<file path="config.mk">
export PLATFORM = sky130hd
export DESIGN_NAME = ps2_key_event_queue
export DESIGN_NICKNAME = d
export VERILOG_FILES = /design/src/rtl/ps2_pkg.sv /design/src/rtl/sync_event_fifo.sv /design/src/rtl/ps2_key_event_queue.sv
export SDC_FILE = /design/constraint.sdc
export NUM_CORES = 1
export LEC_CHECK = 0
export ABC_AREA = 1
export CORE_ASPECT_RATIO = 0.9
export CORE_MARGIN = 3
export CORE_UTILIZATION = 30
export CTS_BUF_LIST = sky130_fd_sc_hd__clkbuf_8
export DETAILED_ROUTE_END_ITERATION = 6
export PLACE_DENSITY_LB_ADDON = 0.1
export SETUP_SLACK_MARGIN = 0.02
export SYNTH_ARGS = -nofsm -noshare
export SYNTH_HDL_FRONTEND = slang
export SYNTH_SLANG_ARGS = --single-unit
</file>
<file path="constraint.sdc">
create_clock -name clk -period 4.9 [get_ports clk]
set_clock_uncertainty 0.05 [all_clocks]
set_input_delay 1.47 -clock clk [delete_from_list [all_inputs] [get_ports clk]]
set_output_delay 1.47 -clock clk [all_outputs]
set_load 0.05 [all_outputs]
</file>
<file path="src/rtl/ps2_pkg.sv">
// Shared definitions for the PS/2 key event path.
//   PS2_EXTEND / PS2_BREAK / PS2_BAT_OK : protocol prefix and self-test bytes
//   parse_state_t                       : parser position inside a scan-code sequence
//   idx_width / evt_width               : key index width and event word width
// Event word layout, MSB first: {rep, rel, idx}.
package ps2_pkg;

    localparam logic [7:0] PS2_EXTEND = 8'hE0;
    localparam logic [7:0] PS2_BREAK  = 8'hF0;
    localparam logic [7:0] PS2_BAT_OK = 8'hAA;

    typedef enum logic [1:0] {
        IDLE    = 2'd0,
        EXT     = 2'd1,
        BRK     = 2'd2,
        EXT_BRK = 2'd3
    } parse_state_t;

    function automatic int unsigned idx_width(input int unsigned num_keys);
        return (num_keys <= 1) ? 1 : $clog2(num_keys);
    endfunction

    function automatic int unsigned evt_width(input int unsigned iw);
        return iw + 2;
    endfunction

endpackage

</file>
<file path="src/rtl/sync_event_fifo.sv">
// Synchronous first-word fall-through FIFO for key events.
//   clk, rst   : clock, synchronous active-high reset
//   push       : write push_data; accepted when not full, or when full with a pop this cycle
//   push_data  : word to enqueue
//   pop        : discard the head word (ignored when empty)
//   head       : current head word, valid while !empty
//   count      : number of stored words
//   full/empty : occupancy flags
module sync_event_fifo #(
    parameter int unsigned WIDTH = 8,
    parameter int unsigned DEPTH = 8
) (
    input  logic                     clk,
    input  logic                     rst,
    input  logic                     push,
    input  logic [WIDTH-1:0]         push_data,
    input  logic                     pop,
    output logic [WIDTH-1:0]         head,
    output logic [$clog2(DEPTH):0]   count,
    output logic                     full,
    output logic                     empty
);

    localparam int unsigned AW = $clog2(DEPTH);
    localparam logic [AW:0] FULL_COUNT = DEPTH[AW:0];

    logic [WIDTH-1:0] mem [DEPTH];
    logic [AW-1:0]    wr_ptr;
    logic [AW-1:0]    rd_ptr;
    logic             do_push;
    logic             do_pop;

    assign empty   = (count == '0);
    assign full    = (count == FULL_COUNT);
    assign do_pop  = pop && !empty;
    // A full FIFO still takes a word when the head leaves in the same cycle.
    assign do_push = push && (!full || do_pop);
    assign head    = mem[rd_ptr];

    always_ff @(posedge clk) begin
        if (rst) begin
            wr_ptr <= '0;
            rd_ptr <= '0;
            count  <= '0;
        end else begin
            if (do_push) begin
                mem[wr_ptr] <= push_data;
                wr_ptr      <= wr_ptr + AW'(1);
            end
            if (do_pop) begin
                rd_ptr <= rd_ptr + AW'(1);
            end
            if (do_push && !do_pop) begin
                count <= count + (AW+1)'(1);
            end else if (!do_push && do_pop) begin
                count <= count - (AW+1)'(1);
            end
        end
    end

endmodule

</file>
<file path="src/rtl/ps2_key_event_queue.sv">
// PS/2 key event queue: parses E0/F0 prefixed scan codes, tracks a per-key
// down bitmap for a small key table, generates auto-repeat for the most
// recently pressed key, and queues press/release/repeat events.
//   clk, rst          : clock, synchronous active-high reset
//   byte_in/byte_valid: received PS/2 byte and its one-cycle strobe
//   evt_ready         : consumer takes the head event
//   evt_valid/evt_idx/evt_release/evt_repeat : head event
//   key_down          : current down bitmap
//   fifo_count        : queued events
//   overflow          : sticky, a press/release was dropped on a full queue
//   clear_overflow    : clears overflow (a coincident set wins)
module ps2_key_event_queue
    import ps2_pkg::*;
#(
    parameter int unsigned           NUM_KEYS     = 4,
    parameter logic [NUM_KEYS*9-1:0] KEY_CODES    = {9'h172, 9'h175, 9'h029, 9'h05A},
    parameter int unsigned           DEPTH        = 8,
    parameter int unsigned           REPEAT_EN    = 1,
    parameter int unsigned           REPEAT_DELAY = 50_000_000,
    parameter int unsigned           REPEAT_RATE  = 10_000_000,
    localparam int unsigned          IDX_W        = idx_width(NUM_KEYS)
) (
    input  logic                    clk,
    input  logic                    rst,
    input  logic [7:0]              byte_in,
    input  logic                    byte_valid,
    input  logic                    evt_ready,
    output logic                    evt_valid,
    output logic [IDX_W-1:0]        evt_idx,
    output logic                    evt_release,
    output logic                    evt_repeat,
    output logic [NUM_KEYS-1:0]     key_down,
    output logic [$clog2(DEPTH):0]  fifo_count,
    output logic                    overflow,
    input  logic                    clear_overflow
);

    localparam int unsigned EVT_W = evt_width(IDX_W);

    parse_state_t     state;
    parse_state_t     state_next;
    logic             resolve;
    logic             res_ext;
    logic             res_break;
    logic             bat_reset;
    logic [8:0]       code;
    logic             hit;
    logic [IDX_W-1:0] hit_idx;

    logic             rpt_valid;
    logic [IDX_W-1:0] rpt_idx;
    logic             rpt_first;
    logic             rpt_pending;
    logic [31:0]      rpt_cnt;
    logic [31:0]      rpt_limit;

    logic             do_press;
    logic             do_release;
    logic             par_push;
    logic             rep_push;
    logic             pop;
    logic             fifo_full;
    logic             fifo_empty;
    logic [EVT_W-1:0] push_data;
    logic [EVT_W-1:0] head;

    always_comb begin
        state_next = state;
        resolve    = 1'b0;
        res_ext    = 1'b0;
        res_break  = 1'b0;
        bat_reset  = 1'b0;
        if (byte_valid) begin
            case (state)
                IDLE: begin
                    if (byte_in == PS2_EXTEND)      state_next = EXT;
                    else if (byte_in == PS2_BREAK)  state_next = BRK;
                    else if (byte_in == PS2_BAT_OK) bat_reset  = 1'b1;
                    else                            resolve    = 1'b1;
                end
                EXT: begin
                    if (byte_in == PS2_BREAK) begin
                        state_next = EXT_BRK;
                    end else begin
                        resolve = 1'b1;
                        res_ext = 1'b1;
                    end
                end
                BRK: begin
                    resolve   = 1'b1;
                    res_break = 1'b1;
                end
                EXT_BRK: begin
                    resolve   = 1'b1;
                    res_ext   = 1'b1;
                    res_break = 1'b1;
                end
            endcase
            if (resolve) state_next = IDLE;
        end
    end

    assign code = {res_ext, byte_in};

    // Scan from the top so the lowest matching index is the last one written.
    always_comb begin
        hit     = 1'b0;
        hit_idx = '0;
        for (int unsigned i = NUM_KEYS; i > 0; i--) begin
            if (KEY_CODES[(i-1)*9 +: 9] == code) begin
                hit     = 1'b1;
                hit_idx = IDX_W'(i - 1);
            end
        end
    end

    assign do_press   = resolve && hit && !res_break && !key_down[hit_idx];
    assign do_release = resolve && hit &&  res_break &&  key_down[hit_idx];
    assign par_push   = do_press || do_release;
    assign rep_push   = rpt_pending && !par_push;
    assign pop        = evt_valid && evt_ready;
    assign push_data  = par_push ? {1'b0, do_release, hit_idx} : {1'b1, 1'b0, rpt_idx};
    assign rpt_limit  = rpt_first ? 32'(REPEAT_DELAY - 1) : 32'(REPEAT_RATE - 1);

    always_ff @(posedge clk) begin
        if (rst) begin
            state       <= IDLE;
            key_down    <= '0;
            rpt_valid   <= 1'b0;
            rpt_idx     <= '0;
            rpt_first   <= 1'b0;
            rpt_pending <= 1'b0;
            rpt_cnt     <= '0;
            overflow    <= 1'b0;
        end else begin
            state <= state_next;

            // Timer raise outranks consuming the pending repeat; parser
            // updates below override both when the target changes.
            if (rep_push) rpt_pending <= 1'b0;
            if (rpt_valid && REPEAT_EN != 0) begin
                if (rpt_cnt == rpt_limit) begin
                    rpt_pending <= 1'b1;
                    rpt_cnt     <= '0;
                    rpt_first   <= 1'b0;
                end else begin
                    rpt_cnt <= rpt_cnt + 32'd1;
                end
            end

            if (bat_reset) begin
                key_down    <= '0;
                rpt_valid   <= 1'b0;
                rpt_pending <= 1'b0;
            end
            if (do_press) begin
                key_down[hit_idx] <= 1'b1;
                rpt_valid         <= 1'b1;
                rpt_idx           <= hit_idx;
                rpt_first         <= 1'b1;
                rpt_cnt           <= '0;
                rpt_pending       <= 1'b0;
            end
            if (do_release) begin
                key_down[hit_idx] <= 1'b0;
                if (rpt_valid && rpt_idx == hit_idx) begin
                    rpt_valid   <= 1'b0;
                    rpt_pending <= 1'b0;
                end
            end

            if (par_push && fifo_full && !pop) overflow <= 1'b1;
            else if (clear_overflow)           overflow <= 1'b0;
        end
    end

    sync_event_fifo #(
        .WIDTH (EVT_W),
        .DEPTH (DEPTH)
    ) u_fifo (
        .clk       (clk),
        .rst       (rst),
        .push      (par_push || rep_push),
        .push_data (push_data),
        .pop       (pop),
        .head      (head),
        .count     (fifo_count),
        .full      (fifo_full),
        .empty     (fifo_empty)
    );

    assign evt_valid   = !fifo_empty;
    assign evt_idx     = head[IDX_W-1:0];
    assign evt_release = head[IDX_W];
    assign evt_repeat  = head[IDX_W+1];

endmodule

</file>
==> flow_metrics.env, run 1 <==
export IMPL_numCtsBuffers=9
export IMPL_synth_edf_count=32
export IMPL_r2r_start="state[1]"
export IMPL_cp_top_family="simple AND/OR/NAND/NOR gates"
export IMPL_power_density_nw_per_um2=345
export IMPL_cp_max_fo=4
export IMPL_place_hpwl_mm=7.97
export IMPL_setup_ws_ns=0.478
export IMPL_cp_cell_sequence="clkdlybuf4s50_1, inv_1, nor2_1, nand2_1, a21oi_1, nand3_1, nand2_1, nand2_2, nor2_2, nand3_2, nand3_4, nand2_2, inv_2, ha_1, inv_1, ha_1, and3_1, a211oi_1, nor2_1, nor2_1, nand2_1, o21ai_0, a21oi_1"
export IMPL_syn_area_um2=4600
export IMPL_cap_violations=0
export IMPL_rsz0062_at_grt="false"
export IMPL_path_class="input port to register"
export IMPL_grt_pass1_wl_mm=18.0
export IMPL_synth_area_leader_cell="dfxtp_1"
export IMPL_nets=629
export IMPL_num_vias=3766
export IMPL_maxSlewHeadroom_pct=23.9
export IMPL_pin_count=27
export IMPL_finalCriticalPeriod_ns=4.42
export IMPL_place_gp_congestion=0.814
export IMPL_rows=42
export IMPL_setup_viol=0
export IMPL_fp_dieW_um=136
export IMPL_core_area_um2=14900
export IMPL_ff2ff_path_depth=20
export IMPL_crit_required_ns=5.13
export IMPL_syn_nets=594
export IMPL_diodes=0
export IMPL_final_cells=812
export IMPL_end_kind="register"
export IMPL_ys_ff_latch=89
export IMPL_first_iter_violations=193
export IMPL_drt_pass1_iter_count=4
export IMPL_wl_per_cell_um=13.0
export IMPL_root_buffer="clkbuf_8"
export IMPL_grt_max_degree=19
export IMPL_maxSlewViolCount=0
export IMPL_critPathLaunch="byte_in[1]"
export IMPL_syn_inst=574
export IMPL_finalHoldViolCount=0
export IMPL_postLayoutCoreUtil_pct=35.6
export IMPL_cts_sinks=89
export IMPL_post_cts_resize_count=0
export IMPL_slowest_stage="clkdlybuf4s50_1"
export IMPL_synth_commonest_cells="nor2_1, nand2_1, inv_1"
export IMPL_die_y_um=123
export IMPL_cts_tree="built"
export IMPL_cts_hold_buf=0
export IMPL_fin_tns_setup_ns=0
export IMPL_finalWirelength_mm=10.6
export IMPL_hold_path_class="register to register"
export IMPL_syn_to_final_growth_pct=15.1
export IMPL_startpoint_type="input port"
export IMPL_synth_most_common_cell="nor2_1"
export IMPL_dp_slack_ns=0.0804
export IMPL_synth_area_top_cells="dfxtp_1, edfxtp_1, nor2_1"
export IMPL_synth_seq_area_share_pct=45.7
export IMPL_cp_data_arrival_time_ns=4.65
export IMPL_tightest_slew_ns=1.13
export IMPL_critPathBufInv=4
export IMPL_post_cts_buffers=0
export IMPL_final_cell_area_um2=5290
export IMPL_start_util_pct=30.9
export IMPL_antenna_found_initial=0
export IMPL_dp_cells=796
export IMPL_clk_pin_slew_worst_paths_ns=0.10
export IMPL_yosysWarnings=0
export IMPL_insertion_delay_ns=0.38
export IMPL_synth_top_cell_area_share_pct=24.8
export IMPL_total_leakage_power_nw=1.87
export IMPL_max_freq_mhz=226
export IMPL_max_vdd_ir_drop_uv=268
export IMPL_cts_htree_levels=3
export IMPL_status="finished, final reports clean"
export IMPL_syn_area_per_cell_um2=8.01
export IMPL_synth_flop_cell="dfxtp_1"
export IMPL_ctsLongestPathBuffers=2
export IMPL_ff2ff_setup_slack_ns=1.78
export IMPL_max_stage_delay_ns=0.47
export IMPL_grt_overflow=0
export IMPL_period_share_pct=90.3
export IMPL_track_usage_pct=13.5
export IMPL_total_power_mw=1.83
export IMPL_vias_per_cell=4.64
export IMPL_ys_async_sr_fraction_pct=0
export IMPL_post_route_drc_count=0
export IMPL_grt_pass1_vias=3632
export IMPL_synth_distinct_cells=41
export IMPL_reg2reg_to="u_fifo.count[3]"
export IMPL_portBuffers=26
export IMPL_whs_ns=0.419
export IMPL_path_depth=23
export IMPL_drive_above_1_share_pct=11.7
export IMPL_dieArea_um2=16800
export IMPL_crit_end="u_fifo.count[3]"
export IMPL_placed_cell_area_um2=5110
export IMPL_ant_nets=0
[report_power, final]
part           internal, mW  switching (mW)  leakage [nW]
logic                 0.172           0.334          1.01
registers             0.790          0.0481         0.773
clock network         0.193           0.289        0.0891
[logic make-up (layout without fill, tap and decap cells)]
logic type	count (synthesis)	in the layout	share of synthesized area, %
adder cells (fa/ha/maj)	7	7	2.07
XOR/XNOR	11	11	2.10
AND/OR/NAND/NOR	300	300	32.9
flip-flops	89	89	45.7
buffers and inverters	82	122	7.05
AO/OA/AOI/OAI	85	85	10.2
[layer usage]
layer | track usage [%] | wire (um)
met5 | 0 | 0
met4 | 3.78 | 125
met3 | 3.42 | 395
met2 | 21.5 | 4690
met1 | 18.3 | 5370
[cells in the final DEF, fill, tap and decap left out, types with 20 or more instances in the layout]
master / instances
nand4_1: 20
nand3_1: 23
o21ai_0: 29
a21oi_1: 29
edfxtp_1: 32
inv_1: 68
nor2_1: 96
nand2_1: 80
dfxtp_1: 57
clkdlybuf4s50_1: 26
nor3_1: 20
[sequential cells by signal, indices dropped and copies added (netlist names), named ones only]
register       cells
u_fifo.rd_ptr      3
u_fifo.wr_ptr      3
rpt_valid          1
u_fifo.mem        32
rpt_first          1
rpt_idx            2
rpt_cnt           32
rpt_pending        1
u_fifo.count       4
key_down           4
state              2
overflow           1
[worst min-delay path by stage]
stage                           from          endpoint  slack [ns]  cells after the start
floorplan           u_fifo.rd_ptr[2]          register        0.38                      2
global placement    u_fifo.rd_ptr[2]  u_fifo.rd_ptr[2]        0.40                      2
detailed placement          overflow          overflow        0.41                      2
CTS                         overflow          overflow        0.43                      2
global route                overflow          overflow        0.46                      2
finish                      overflow          overflow        0.42                      2
[area by class of cell]
class,instances,area [um^2]
Multi-Input combinational cell,403,2170
Fill cell,1564,9580
Inverter,73,274
Sequential cell,89,2100
Clock inverter,7,58.8
Timing Repair Buffer,33,313
Tap cell,198,248
Clock buffer,9,124
[worst reg2reg max path: cells and delay by family, from the launching register on]
kind                     cells  cell delay, ns
AO/OA/AOI/OAI                3            0.42
adder cells (fa/ha/maj)      2            0.50
buffers and inverters        3            0.31
flip-flops                   1            0.47
AND/OR/NAND/NOR             12            1.29
No activity file was read; power rests on OpenSTA's default activity.
==> run 2, diff against run 1 <==
DONT_BUFFER_PORTS = 1   (was default)
GPL_TIMING_DRIVEN = 0   (was default)
==> run 2 against run 1 <==
  * Maximum frequency is 4.7% higher
  * Critical path depth is 1 lower
  * Via count is 1.4% lower
  * Non-clock buffer count is 24 lower
  * Setup slack better by 0.20 ns
  * Combinational power is 23% lower
  * Count of clock-buffer cells in the layout is 1 higher
  * Clock power is 9.5% higher
  * Sequential power is 3.6% higher
  * Utilization is 1.6 points lower
  * Global-route usage is 0.086 points higher
  * Highest routed layer unchanged
==> flow_metrics.env, run 2 (same netlist as run 1, synthesis figures left out) <==
export IMPL_status="finished, final reports clean"
export IMPL_finalCriticalPeriod_ns=4.22
export IMPL_reg_top3="rpt_cnt (32), u_fifo.mem (32)"
export IMPL_place_gp_congestion=0.835
export IMPL_maxSlewViolCount=0
export IMPL_grt_max_degree=16
export IMPL_dieArea_um2=16800
export IMPL_rows=42
export IMPL_setup_ws_ns=0.677
export IMPL_finalHoldViolCount=0
export IMPL_finalWirelength_mm=10.5
export IMPL_drt_pass1_iter_count=5
export IMPL_fp_dieW_um=136
export IMPL_post_cts_resize_count=0
export IMPL_root_buffer="clkbuf_8"
export IMPL_vias_per_cell=4.71
export IMPL_slowest_stage="ha_1"
export IMPL_start_util_pct=30.9
export IMPL_final_cells=788
export IMPL_post_route_drc_count=0
export IMPL_num_vias=3715
export IMPL_ctsLongestPathBuffers=2
export IMPL_tightest_slew_ns=1.21
export IMPL_ant_nets=0
export IMPL_postLayoutCoreUtil_pct=33.9
export IMPL_fillerInstances=1566
export IMPL_grt_pass1_wl_mm=17.8
export IMPL_dp_slack_ns=0.269
export IMPL_portBuffers=0
export IMPL_syn_to_final_growth_pct=9.86
export IMPL_grt_pass1_vias=3662
export IMPL_layout_common_cells="nor2_1, nand2_1, inv_1"
export IMPL_first_iter_violations=203
export IMPL_crit_required_ns=5.12
export IMPL_cts_sinks=89
export IMPL_insertion_delay_ns=0.38
export IMPL_drive_above_1_share_pct=11.4
export IMPL_cts_hold_buf=0
export IMPL_max_stage_delay_ns=0.32
export IMPL_cp_cell_sequence="inv_1, nor2_1, nand2_1, a21oi_1, nand3_1, nand2_1, nand2_2, nor2_2, nand3_2, nand3_4, nand2_2, inv_2, ha_1, inv_1, ha_1, and3_1, a211oi_1, nor2_1, nor2_1, nand2_1, o21ai_0, a21oi_1"
export IMPL_power_density_nw_per_um2=354
export IMPL_max_freq_mhz=237
export IMPL_place_hpwl_mm=7.96
export IMPL_fin_tns_setup_ns=0
export IMPL_path_class="input port to register"
export IMPL_diodes=0
export IMPL_antenna_found_initial=0
export IMPL_nets=605
export IMPL_track_usage_pct=13.6
export IMPL_cts_tree="built"
export IMPL_cp_max_fo=8
export IMPL_core_area_um2=14900
export IMPL_pin_count=27
export IMPL_setup_viol=0
export IMPL_die_y_um=123
export IMPL_hold_path_class="register to register"
export IMPL_rsz0062_at_grt="false"
export IMPL_cts_htree_levels=3
export IMPL_max_vdd_ir_drop_uv=146
export IMPL_wl_per_cell_um=13.4
export IMPL_numCtsBuffers=9
export IMPL_ff_latch_area_um2=2100
export IMPL_total_leakage_power_nw=1.78
export IMPL_end_kind="register"
export IMPL_clk_pin_slew_worst_paths_ns=0.09
export IMPL_cap_violations=0
export IMPL_period_share_pct=86.2
export IMPL_maxSlewHeadroom_pct=19.2
export IMPL_multiInputGateArea_um2=2170
export IMPL_cp_data_arrival_time_ns=4.45
export IMPL_grt_overflow=0
export IMPL_post_cts_buffers=0
export IMPL_dp_cells=772
export IMPL_whs_ns=0.420
export IMPL_layout_commonest_cell="nor2_1"
export IMPL_startpoint_type="input port"
==> run 2: cell types whose count changed in the layout (fill, tap and decap cells not counted), sizes merged <==
cell,change
clkbuf,+7
inv,-3
buf,-4
clkinvlp,-1
clkinv,+2
clkdlybuf4s50,-26
bufinv,+1
==> run 2: layout make-up <==
class / instances / share of cell area, %
inverters: 73 / 5.43
flip-flops and latches: 89 / 41.6
plain buffers: 9 / 0.991
well taps: 198 / 4.91
clock buffers: 10 / 2.73
multi-input cells: 403 / 43.0
clock inverters: 6 / 1.34
==> run 2: per-layer routing <==
layer  up-vias  track usage [%]  wire [um]
met3        10             3.46        331
met4         0             4.79        159
li1       1951                -          -
met1      1700             17.9       5230
met5         -                0          0
met2        54             21.8       4800
==> run 2: final timing paths <==
path | startpoint | endpoint | slack (ns) | depth (start not counted)
max | byte_in[1] | u_fifo.count[3] | 0.68 | 22
min | u_fifo.rd_ptr[2] | u_fifo.rd_ptr[2] | 0.42 | 2
max reg2reg | u_fifo.count[0] | u_fifo.count[3] | 1.19 | 16
min reg2reg | u_fifo.rd_ptr[2] | u_fifo.rd_ptr[2] | 0.42 | 2
==> run 2: power breakdown <==
part | leakage (nW) | switching, mW | internal, mW
sequential | 0.773 | 0.0789 | 0.789
combinational | 0.903 | 0.295 | 0.0966
clock | 0.104 | 0.276 | 0.251
==> run 2: stage by stage <==
stage | total power, mW | instance area [um^2]
floorplan | 1.20 | 4600
global placement | 1.28 | 4840
detailed placement | 1.28 | 4840
CTS | 1.82 | 5050
global route | 1.90 | 5050
finish | 1.79 | 5050
==> run 2: critical path: cells and delay by family <==
kind / cells / cell delay, ns
simple gates: 13 / 1.65
compound gates: 4 / 0.60
fa+ha+maj: 2 / 0.50
buf+inv: 3 / 0.21
==> run 3, diff against run 2 <==
CORE_UTILIZATION = 40   (was 30)
==> run 3 against run 2 <==
  * Final area down 1.2%
  * Total power down 0.98%
  * Maximum frequency up 1.4%
  * Utilization up 11 points
  * Die area down 24%
  * Non-clock buffer count unchanged
==> flow_metrics.env, run 3 (same netlist as run 1, synthesis figures left out) <==
export IMPL_grt_pass1_wl_mm=17.1
export IMPL_tightest_slew_ns=1.22
export IMPL_portBuffers=0
export IMPL_power_density_nw_per_um2=355
export IMPL_clk_pin_slew_worst_paths_ns=0.09
export IMPL_drive_above_1_share_pct=11.4
export IMPL_syn_to_final_growth_pct=8.58
export IMPL_fillerInstances=1127
export IMPL_combPwrFrac_pct=22.0
export IMPL_layout_commonest_cell="nor2_1"
export IMPL_cp_max_fo=8
export IMPL_path_class="input port to register"
export IMPL_total_leakage_power_nw=1.78
export IMPL_diodes=0
export IMPL_grt_max_degree=16
export IMPL_clock_power_share_pct=29.0
export IMPL_cap_violations=0
export IMPL_crit_required_ns=5.10
export IMPL_status="finished, final reports clean"
export IMPL_place_hpwl_mm=7.38
export IMPL_startpoint_type="input port"
export IMPL_layout_common_cells="nor2_1, nand2_1, inv_1"
export IMPL_finalHoldViolCount=0
export IMPL_root_buffer="clkbuf_8"
export IMPL_place_gp_congestion=0.839
export IMPL_final_cells=742
export IMPL_cts_sinks=89
export IMPL_insertion_delay_ns=0.36
export IMPL_setup_viol=0
export IMPL_drt_pass1_iter_count=4
export IMPL_finalWirelength_mm=9.80
export IMPL_final_cell_area_um2=4990
export IMPL_first_iter_violations=240
export IMPL_hold_path_class="register to register"
export IMPL_nets=605
export IMPL_ant_nets=0
export IMPL_rsz0062_at_grt="false"
export IMPL_wl_per_cell_um=13.2
export IMPL_cp_data_arrival_time_ns=4.37
export IMPL_grt_overflow=0
export IMPL_maxSlewHeadroom_pct=18.1
export IMPL_vias_per_cell=4.98
export IMPL_max_freq_mhz=240
export IMPL_placed_cell_area_um2=4790
export IMPL_max_vdd_ir_drop_uv=141
export IMPL_reg_top3="rpt_cnt (32), u_fifo.mem (32)"
export IMPL_dieArea_um2=12800
export IMPL_maxSlewViolCount=0
export IMPL_fin_tns_setup_ns=0
export IMPL_cts_htree_levels=3
export IMPL_switching_share_pct=35.8
export IMPL_antenna_found_initial=0
export IMPL_num_vias=3695
export IMPL_p_seq_share_pct=49.0
export IMPL_start_util_pct=41.6
export IMPL_power_switching_mw=0.634
export IMPL_fp_dieW_um=119
export IMPL_die_y_um=108
export IMPL_p_int_mw=1.14
export IMPL_cts_tree="built"
export IMPL_core_area_um2=11000
export IMPL_ctsLongestPathBuffers=2
export IMPL_numCtsBuffers=9
export IMPL_finalCriticalPeriod_ns=4.17
export IMPL_end_kind="register"
export IMPL_post_route_drc_count=0
export IMPL_grt_pass1_vias=3423
export IMPL_cts_hold_buf=0
export IMPL_total_power_mw=1.77
export IMPL_track_usage_pct=16.4
export IMPL_post_cts_buffers=0
export IMPL_post_cts_resize_count=0
export IMPL_rows=36
export IMPL_period_share_pct=85.0
export IMPL_dp_cells=726
export IMPL_pin_count=27
run 3: worst max-delay path, stage by stage:
cell and delay (ns):
inv_1 0.03, nor2_1 0.16, nand2_1 0.10, a21oi_1 0.16
nand3_1 0.16, nand2_1 0.12, nand2_2 0.08, nor2_2 0.10
nand3_2 0.22, nand3_4 0.20, nand2_2 0.06, inv_2 0.08
ha_1 0.18, inv_1 0.09, ha_1 0.32, and3_1 0.19
a211oi_1 0.24, nor2_1 0.07, nor2_1 0.09, nand2_1 0.07
o21ai_0 0.14, a21oi_1 0.05
run 3: power by group through the flow:
stage / registers (mW) / logic [mW] / clock network [mW]
detailed placement: 0.886 / 0.390 / 0
global placement: 0.886 / 0.389 / 0
floorplan: 0.878 / 0.326 / 0
CTS: 0.869 / 0.391 / 0.535
finish: 0.868 / 0.389 / 0.513
global route: 0.874 / 0.441 / 0.563
run 3: routing by layer:
layer  share of wire (%)  wire [um]  global-route usage (%)  up-vias
li1                    -          -                       -     1945
met1                  50       4890                    22.4     1696
met2                  46       4490                    25.9       46
met3                 3.3        319                    3.73        8
met4                0.93         91                    4.88        0
met5                   0          0                       0        -
run 3: cell type report:
type                       count  area, um^2  area share [%]
buffer                         9        50.0            1.00
clock buffer                  10         138            2.76
clock inverter                 6        66.3            1.33
inverter                      73         274            5.49
multi-input combinational    403        2170            43.5
sequential                    89        2100            42.1
tap                          152         190            3.81
run 3: metrics by stage:
step                      setup slack (ns)  hold slack, ns  utilization (%)
after floorplan                      0.744           0.383                -
after global placement               0.367           0.399             43.4
after detailed placement             0.340           0.409             43.4
after CTS                            0.718           0.422             45.2
after global routing                 0.428           0.457             45.2
final                                0.735           0.416             45.2
run 3: final timing paths:
path	slack (ns)	startpoint	depth (start not counted)	endpoint
setup / recovery	0.73	byte_in[1]	22	u_fifo.count[3]
hold / removal	0.42	u_fifo.rd_ptr[2]	2	u_fifo.rd_ptr[2]
setup reg to reg	1.18	u_fifo.count[0]	16	u_fifo.count[3]
hold reg to reg	0.42	u_fifo.rd_ptr[2]	2	u_fifo.rd_ptr[2]
